==> src/rtl/serial_mag_comp_ctrl.sv <==
// Serial MSB-first magnitude comparator controller driving one shared 1-bit comparator.
// Define SERIAL_COMP_EARLY_EXIT_EN to finish on the first decisive or erroneous bit.
module serial_mag_comp_ctrl #(
  parameter  int WIDTH = 8,
  localparam int CW    = $clog2(WIDTH + 1)
) (
  input  logic          clk,
  input  logic          rst_n,
  input  logic          start,
  input  logic [WIDTH-1:0] a_in,
  input  logic [WIDTH-1:0] b_in,
  output logic          busy,
  output logic          done,
  output logic          bit_a,
  output logic          bit_b,
  input  logic          bit_gt,
  input  logic          bit_eq,
  input  logic          bit_lt,
  output logic          a_gt_b,
  output logic          a_eq_b,
  output logic          a_lt_b,
  output logic [CW-1:0] bits_used,
  output logic          err
);

  typedef enum logic [1:0] {IDLE, COMPARE, DONE} state_t;

  state_t stateReg, stateNext;

  logic [WIDTH-1:0] aShReg, bShReg;
  logic [CW-1:0]    cntReg;
  logic             decGtReg, decLtReg, errAccReg;
  logic             gtReg, eqReg, ltReg, errReg;
  logic [CW-1:0]    bitsUsedReg;

  logic oneHot, decided, decisiveNow, lastBit, earlyExit, exitNow, accept;
  logic errFinal, gtFinal, ltFinal;

  always_comb begin
    oneHot      = (bit_gt & ~bit_eq & ~bit_lt) |
                  (~bit_gt & bit_eq & ~bit_lt) |
                  (~bit_gt & ~bit_eq & bit_lt);
    decided     = decGtReg | decLtReg;
    decisiveNow = oneHot & ~decided & (bit_gt | bit_lt);
    lastBit     = (cntReg == CW'(WIDTH - 1));
`ifdef SERIAL_COMP_EARLY_EXIT_EN
    earlyExit   = decisiveNow | ~oneHot;
`else
    earlyExit   = 1'b0;
`endif
    exitNow     = lastBit | earlyExit;
    accept      = start & (stateReg != COMPARE);
    errFinal    = errAccReg | ~oneHot;
    gtFinal     = decGtReg | (decisiveNow & bit_gt);
    ltFinal     = decLtReg | (decisiveNow & bit_lt);
  end

  always_ff @(posedge clk or negedge rst_n) begin
    if (!rst_n) stateReg <= IDLE;
    else        stateReg <= stateNext;
  end

  always_comb begin
    stateNext = stateReg;
    case (stateReg)
      IDLE:    if (accept) stateNext = COMPARE;
      COMPARE: if (exitNow) stateNext = DONE;
      DONE:    stateNext = accept ? COMPARE : IDLE;
      default: stateNext = IDLE;
    endcase
  end

  // Bit lines are gated by state so the comparator sees zeros outside COMPARE.
  always_comb begin
    busy  = (stateReg == COMPARE);
    done  = (stateReg == DONE);
    bit_a = busy & aShReg[WIDTH-1];
    bit_b = busy & bShReg[WIDTH-1];
  end

  always_ff @(posedge clk or negedge rst_n) begin
    if (!rst_n) begin
      aShReg      <= '0;
      bShReg      <= '0;
      cntReg      <= '0;
      decGtReg    <= 1'b0;
      decLtReg    <= 1'b0;
      errAccReg   <= 1'b0;
      gtReg       <= 1'b0;
      eqReg       <= 1'b0;
      ltReg       <= 1'b0;
      errReg      <= 1'b0;
      bitsUsedReg <= '0;
    end else if (accept) begin
      aShReg      <= a_in;
      bShReg      <= b_in;
      cntReg      <= '0;
      decGtReg    <= 1'b0;
      decLtReg    <= 1'b0;
      errAccReg   <= 1'b0;
      gtReg       <= 1'b0;
      eqReg       <= 1'b0;
      ltReg       <= 1'b0;
      errReg      <= 1'b0;
      bitsUsedReg <= '0;
    end else if (stateReg == COMPARE) begin
      aShReg <= aShReg << 1;
      bShReg <= bShReg << 1;
      cntReg <= cntReg + CW'(1);
      if (!oneHot) begin
        errAccReg <= 1'b1;
      end else if (decisiveNow) begin
        decGtReg <= bit_gt;
        decLtReg <= bit_lt;
      end
      // Results are published only once, on the edge that leaves COMPARE.
      if (exitNow) begin
        gtReg       <= ~errFinal & gtFinal;
        ltReg       <= ~errFinal & ltFinal;
        eqReg       <= ~errFinal & ~gtFinal & ~ltFinal;
        errReg      <= errFinal;
        bitsUsedReg <= cntReg + CW'(1);
      end
    end
  end

  assign a_gt_b    = gtReg;
  assign a_eq_b    = eqReg;
  assign a_lt_b    = ltReg;
  assign err       = errReg;
  assign bits_used = bitsUsedReg;

endmodule

==> config.mk <==
export PLATFORM = sky130hd
export DESIGN_NAME = serial_mag_comp_ctrl
export DESIGN_NICKNAME = d
export VERILOG_FILES = /design/src/rtl/serial_mag_comp_ctrl.sv
export SDC_FILE = /design/constraint.sdc
export NUM_CORES = 1
export LEC_CHECK = 0
export CELL_PAD_IN_SITES_DETAIL_PLACEMENT = 0
export CELL_PAD_IN_SITES_GLOBAL_PLACEMENT = 1
export CORE_AREA = 2 2 66 68
export DETAILED_ROUTE_END_ITERATION = 6
export DIE_AREA = 0 0 68 70
export GPL_TIMING_DRIVEN = 0
export PLACE_DENSITY_LB_ADDON = 0.1
export SLEW_MARGIN = 40
export SYNTH_ARGS = -nofsm -noshare
export SYNTH_HDL_FRONTEND = slang
export SYNTH_SLANG_ARGS = --single-unit
==> constraint.sdc <==
create_clock -name clk -period 3.1 [get_ports clk]
set_clock_uncertainty 0.1 [all_clocks]
set_input_delay 0.31 -clock clk [delete_from_list [all_inputs] [get_ports clk]]
set_output_delay 0.31 -clock clk [all_outputs]
set_load 0.1 [all_outputs]
==> summary by stage, run 1 <==
Outcome
The flow ran to the end, and the final reports show no timing, DRC or antenna violations.

Routing
The post-detailed-route count of antenna-violating nets is 0. The detail-routed via count per cell is ~5.1. For this block, the via count after detailed routing is between 1000 and 1500. The first detailed-routing pass ran for 4 iterations.

The detailed-route wire length is 3.201 mm. The number of DRC violations after detailed-routing iteration 0 is 84. The detailed-route DRC error count is 0. Dividing the detail-routed wire length by the instance count gives 13.34 um.

Final layout
In the layout the commonest cells are 33 x sky130_fd_sc_hd__dfrtp_1, 24 x sky130_fd_sc_hd__nand2_1, 21 x sky130_fd_sc_hd__o21ai_0. The most common cell after layout, fill and taps aside is sky130_fd_sc_hd__dfrtp_1. The count of antenna diodes in the layout is 0. The multi-input combinational cells in the finished layout cover a total of 628.1 um2. The share of cells above drive strength 1 is 17.02%. The layout has 417 filler cells. Across the whole layout, storage elements account for 825.8 um2. The area growth from synthesis to final layout is 28.21%. For this run, the share of the core covered by cells in the final layout is 47.61%. After the last flow step, the layout net total stands at 211.

Logic synthesis
The instance count of the mapped netlist is 148. By area the synthesized netlist is led by sky130_fd_sc_hd__dfrtp_1 54%, sky130_fd_sc_hd__mux2i_1 10%, sky130_fd_sc_hd__o21ai_0 6.8%. The count of different cell masters after synthesis is 33.

The synthesized netlist net count is 171. Yosys printed 0 warnings. Of the post-synthesis cell area, the dominant cell type holds 53.66%. The netlist area before placement is 0.001539 mm2. The cell type with the highest aggregate area in the netlist is sky130_fd_sc_hd__dfrtp_1. The flip-flop and latch count after synthesis is 33. The average instance in the mapped netlist occupies 10.40 um2. The share of the Yosys chip area taken by registers is 53.66%.

STA
The count of pins over their slew limit is 0. The measured slew at the worst slew-check pin is 491.1 ps. The final cycle utilization of the critical path is 67.98%. Headroom to the max-slew limit came out at about two thirds.

The time the worst path needs with I/O delays and setup is about 2100 ps. The setup TNS is 0 ps. The final number of hold-violating endpoints was 0. The achievable clock frequency is 474.5 MHz. The final count of negative-setup-slack endpoints is 0.

Setup repair after global routing left no endpoint under its margin.

Worst setup path
The kind of end point of the critical path is an output pin. Of all nets on the critical path, the largest fanout is 10. The data arrival at the endpoint of the critical path is 1700 ps.

The startpoint type of the worst setup path is a flip-flop. The data required time at the worst endpoint is about 2700 ps. The critical path in this run is classified as flip-flop to output pin.

GRT
The overflow left after global routing is 0. The via count of the first global-routing pass came to around 1200. Global routing used 15.30% of the available tracks across all layers.

The first global-routing pass estimated 5.471 mm of wire. The maximum number of pins on one net before global-route repair is 21. The initial antenna violation count is 0.

Placed design
In this run the tool buffered the top-level ports with 31 buffer cells. At the end of routability-driven placement, the weighted congestion stood at between 0.7 and 0.8. The HPWL reported at the end of detailed placement is around 2.3 mm.

Die
In this run the core area contains 24 standard-cell rows. The total area inside the core boundary comes to 0.004144 mm2. The die extent in x is roughly 68 um. The die covers 0.004760 mm2. During I/O placement, the number of pins put on the boundary was 34. Once the floorplan was initialized, standard cells occupied 37.14% of the core.

From bottom edge to top edge, the die measures 70 um.

CTS
In this run the deepest clock path goes through 2 buffers. The number of buffers added by the clock tree synthesis step is 5. TritonCTS built the clock tree. The cell at the root of the clock tree is sky130_fd_sc_hd__clkbuf_8. The number of levels the H-tree was split into is 2. The clock net in this run drives a total of 33 sinks.

The later-pin clock latency in the skew report is 280 ps. The post-CTS clock slew at the launch and capture registers of the worst setup and hold paths is 60 ps. The quantity of gates resized following cts is 0.

Power
Summed over all cells, the static leakage comes to 0.9493 nW. The largest vdd supply drop is slightly above 0.5 mV. The power per cell area is 906.0 mW/mm2.

Min path
The path type of the worst min-delay path is primary input to flip-flop.

Job
Max-cap violations in this run came to 0.
layout make-up:
class	instances	area share (%)
Tap cell	52	3.297
Multi-Input combinational cell	101	31.83
Buffer	9	3.361
Timing Repair Buffer	33	14.33
Inverter	5	0.9512
Clock buffer	7	4.375
Sequential cell	33	41.85
metrics by stage:
step / hold slack (ps) / setup slack (ps) / instances / power, mW / instance area (um2)
4_1_cts: 281.8 / 975.3 / 240 / 1.810 / 1973
5_1_grt: 309.0 / 919.1 / 240 / 1.911 / 1973
6_report: 288.0 / 992.6 / 240 / 1.788 / 1973
2_1_floorplan: -85.59 / 938.0 / 148 / 1.289 / 1539
3_3_place_gp: 364.9 / 584.1 / 231 / 1.504 / 1914
3_5_place_dp: 148.4 / 1284 / 232 / 1.484 / 1877
report_power, final:
part	total (mW)	switching [mW]	internal (mW)
Clock	0.318	0.142	0.176
Combinational	0.782	0.559	0.223
Sequential	0.687	0.106	0.581
sequential cells by signal (all words and copies together) (netlist names):
| name | cells |
|---|---|
| aShReg | 8 |
| a_lt_b | 1 |
| bShReg | 8 |
| a_gt_b | 1 |
| stateReg | 2 |
| decGtReg | 1 |
| bits_used | 4 |
| cntReg | 4 |
| a_eq_b | 1 |
| errAccReg | 1 |
| decLtReg | 1 |
| err | 1 |
worst max-delay path, cell delays in order, from the launching register on:
cell	delay, ps
sky130_fd_sc_hd__dfrtp_1	370
sky130_fd_sc_hd__nand2b_4	180
sky130_fd_sc_hd__inv_2	80
sky130_fd_sc_hd__buf_4	170
sky130_fd_sc_hd__buf_4	190
sky130_fd_sc_hd__buf_2	440
path summary, 6_finish.rpt:
check | endpoint | slack [ps] | depth (start not counted) | from
max | busy | 990 | 5 | stateReg[1]
min | decGtReg | 290 | 2 | bit_gt
max reg2reg | a_gt_b | 1520 | 6 | cntReg[0]
min reg2reg | bShReg[2] | 380 | 2 | bShReg[1]
max in group asynchronous | bShReg[5] | 2110 | 3 | rst_n
min in group asynchronous | decGtReg | 370 | 2 | rst_n
layer usage:
layer  global-route usage (%)  vias to the layer above  routed length [um]
met5                        0                        -                   0
met4                    6.000                        0                  53
met3                    4.026                        6                 227
met2                    25.89                       42                1550
met1                    18.02                      571                1369
li1                         -                      594                   -
cells in the mapped netlist (all sizes together):
cell type,n
a21boi,1
nor2b,1
and2,2
o31ai,1
nand3,7
o22ai,1
a22o,2
buf,8
nand2b,1
nand2,24
o21ai,22
ha,1
and3b,1
nor3b,2
mux2i,16
clkbuf,1
a21oi,2
nand4,2
nor4bb,1
a32o,3
inv,5
dfrtp,33
xor2,1
a22oi,1
nor3,2
nor2,6
and3,1
cell families (layout without fill, tap and decap cells):
family	after synthesis	in the layout	share of synthesized area, %
compound gates	33	33	12.76
xor+xnor	1	1	0.5692
fa+ha+maj	1	1	0.8129
buf+inv	14	54	5.528
flops	33	33	53.66
mux	16	16	10.41
simple gates	50	50	16.26
timing repair:
action                                 4_1_cts  5_1_grt
buffers inserted                             0        0
endpoints found under the hold margin       13        0
hold buffers                                 1        0
Note: power is estimated with default switching activity, not from simulation.
==> inputs of run 2 (changes only) <==
Settings changed: CORE_AREA 2 2 66 68 to 2 2 71 73, DIE_AREA 0 0 68 70 to 0 0 73 75.
Clock period 3.1 ns to 1.8 ns, I/O delays scaled along.
==> run 2 against run 1 <==
Net effect:
- power rose by 80%
- non-clock buffer count unchanged
- highest routed layer unchanged
- die area is 15% higher
- global-route usage decreased by 1.1 points
==> summary by stage, run 2 (synthesis results as in run 1) <==
Worst setup path
The top fanout value on the critical path is 10. The critical path starts at stateReg[1]. In this run the critical register-to-register path is captured at a_gt_b. The critical path is of the flip-flop to output pin type.

The startpoint type of the worst setup path is a flip-flop. The end point of the critical path is busy. The data required time at the worst endpoint is 1520 ps.

In this run the critical register-to-register path is launched from cntReg[0]. The kind of end point of the critical path is an output pin. Data arrives at the worst endpoint at 1430 ps. The number of cells on the worst reg-to-reg path is 6. Across all register-to-register paths, the minimum setup slack is 210 ps.

STA
Setup repair after global routing left no endpoint under its margin. Final hold analysis gives a worst-case slack of about 160 ps. Across all setup checks in the final design, the least slack found is roughly 91 ps. The final number of hold-violating endpoints is 0. Timing would allow up to about 590 MHz. The final cycle utilization of the critical path is 94.94%. The worst relative slew slack is 67.04%. The measured slew at the worst slew-check pin is 497.9 ps. The setup TNS is 0 ps. The count of pins over their slew limit is 0. Setup violations remaining at the end of the flow were counted as 0. The time the worst path needs with I/O delays and setup is 1709 ps.

Die
The floorplan step set the die width to 73 um. The initial utilization of the core area, before any placement, comes to 33.02%. In this run the standard cell core region covers 0.004661 mm2.

Row generation in the floorplan step produced 25 rows. The vertical extent of the die is 75 um. The number of I/O pins is 34. The total die area is approximately 0.0055 mm2.

Routing
The number of optimization iterations in the first detailed-route pass is 4. The detailed-route wire length is 3.463 mm. Once detail routing completed, the nets flagged for antenna violations numbered 0. The detailed-route wire length per cell is 14.25 um.

In the routed layout, each cell is associated on average with a via count of around 5.1. The detailed-route DRC error count is 0. The total via count after detailed routing is around 1200. The detailed router finished its first iteration with 22 violations.

CTS
The CTS tree is done. The setup fix buffers added after clock tree synthesis is 0. The clock sink count is 33. Clock tree synthesis selected as its root buffer the cell sky130_fd_sc_hd__clkbuf_8. In this run the number of H-tree levels came out at 2. The number of buffers added by the clock tree synthesis step is 5. At the later pin of the worst-skew pair, clock insertion delay measures 280 ps.

The post-CTS clock slew at the launch and capture registers of the worst setup and hold paths is 70 ps. No sink is reached through more buffers than the 2 on the longest clock path.

Final layout
Leaving out fill and tap cells, the most frequent cell in the layout is sky130_fd_sc_hd__dfrtp_1. The final-layout fill cell count is 449. Of the cells placed in the final design, the portion with a size suffix greater than 1 is 17.99%. The multi-input gate area in the final layout is 635.6 um2.

The count of antenna diodes in the layout is 0. The number of non-filler instances in the completed layout is 243. In the layout the commonest cells are 33 x sky130_fd_sc_hd__dfrtp_1, 24 x sky130_fd_sc_hd__nand2_1, 21 x sky130_fd_sc_hd__o21ai_0. Registers take around 830 um2. Cells fill 43.46% of the core in the end. The largest registers in the layout are aShReg: 8 flops, bShReg: 8 flops. The area growth from synthesis to final layout is 31.63%. For this run, the post-layout net count is 211.

Power
For this design the ratio of total power to cell area is roughly 1600 mW/mm2. The largest vdd supply drop is 0.9899 mV. The leakage power is roughly 0.96 nW.

Job
The tool flagged a number of max-cap violations equal to 0.

GRT
The first global-routing pass estimated approximately 6 mm of wire. The via count of the first global-routing pass was 1298. Global routing used roughly 14% of the available tracks across all layers. The overflow left after global routing is 0.

The maximum number of pins on one net before global-route repair is 22. The initial antenna violation count came to 0.

Placed design
The HPWL reported at the end of detailed placement is 2.526 mm. At the end of routability-driven placement, the weighted congestion stood at 0.7187. OpenSTA, run right after detailed placement, puts the worst setup slack at 114.4 ps. The number of placed instances with taps included is 234. In this run the tool buffered the top-level ports with 31 buffer cells.

Min path
The path type of the worst min-delay path is primary input to flip-flop. The hold path startpoint is bit_gt.

Outcome
The flow ran to the end, and the final reports show no timing, DRC or antenna violations.
## run 2: cell type report
class	count	share of cell area, %
sequential	33	40.77
clock buffer	8	3.953
buffer	9	3.459
inverter	5	0.9265
timing repair buffer	33	16.18
multi-input combinational	101	31.38
tap	54	3.335
## run 2: report_power, final
group          internal (mW)  switching [mW]  total [mW]
combinational          0.508           0.991        1.50
clock                  0.274           0.256       0.530
sequential              1.00           0.188        1.19
total                   1.78            1.43        3.22
## run 2: worst min path at each step
stage,slack [ps],cells past startpoint,end
3_3_place_gp,360,2,aShReg[5]
6_report,160,2,decGtReg
3_5_place_dp,10,1,a_gt_b
4_1_cts,150,2,decGtReg
5_1_grt,170,2,decGtReg
2_1_floorplan,-220,0,aShReg[0]
## run 2: through the flow
step | area [um2] | total power, mW
after detailed placement | 1882 | 2.573
after floorplan | 1541 | 2.222
final | 2026 | 3.217
after CTS | 1994 | 3.172
after global routing | 2026 | 3.435
after global placement | 1919 | 2.593
## run 2: routing by layer
metal / share of wire, % / GRT usage (%)
met1: 44 / 16.53
met5: 0 / 0
met4: 1.4 / 4.733
met2: 49 / 24.32
met3: 5.2 / 5.355
## run 2: timing repair
item                       CTS  global route
pin swaps                    0             0
setup endpoints to repair    3             3
gates resized for setup      7             8
hold endpoints to repair    14             0
hold buffers                 1             0
## run 2: critical path, cell delays in order (launching register included)
cell and delay, ps:
sky130_fd_sc_hd__dfrtp_1 380, sky130_fd_sc_hd__nand2b_4 170, sky130_fd_sc_hd__inv_2 70, sky130_fd_sc_hd__buf_4 170, sky130_fd_sc_hd__buf_6 170, sky130_fd_sc_hd__buf_12 180
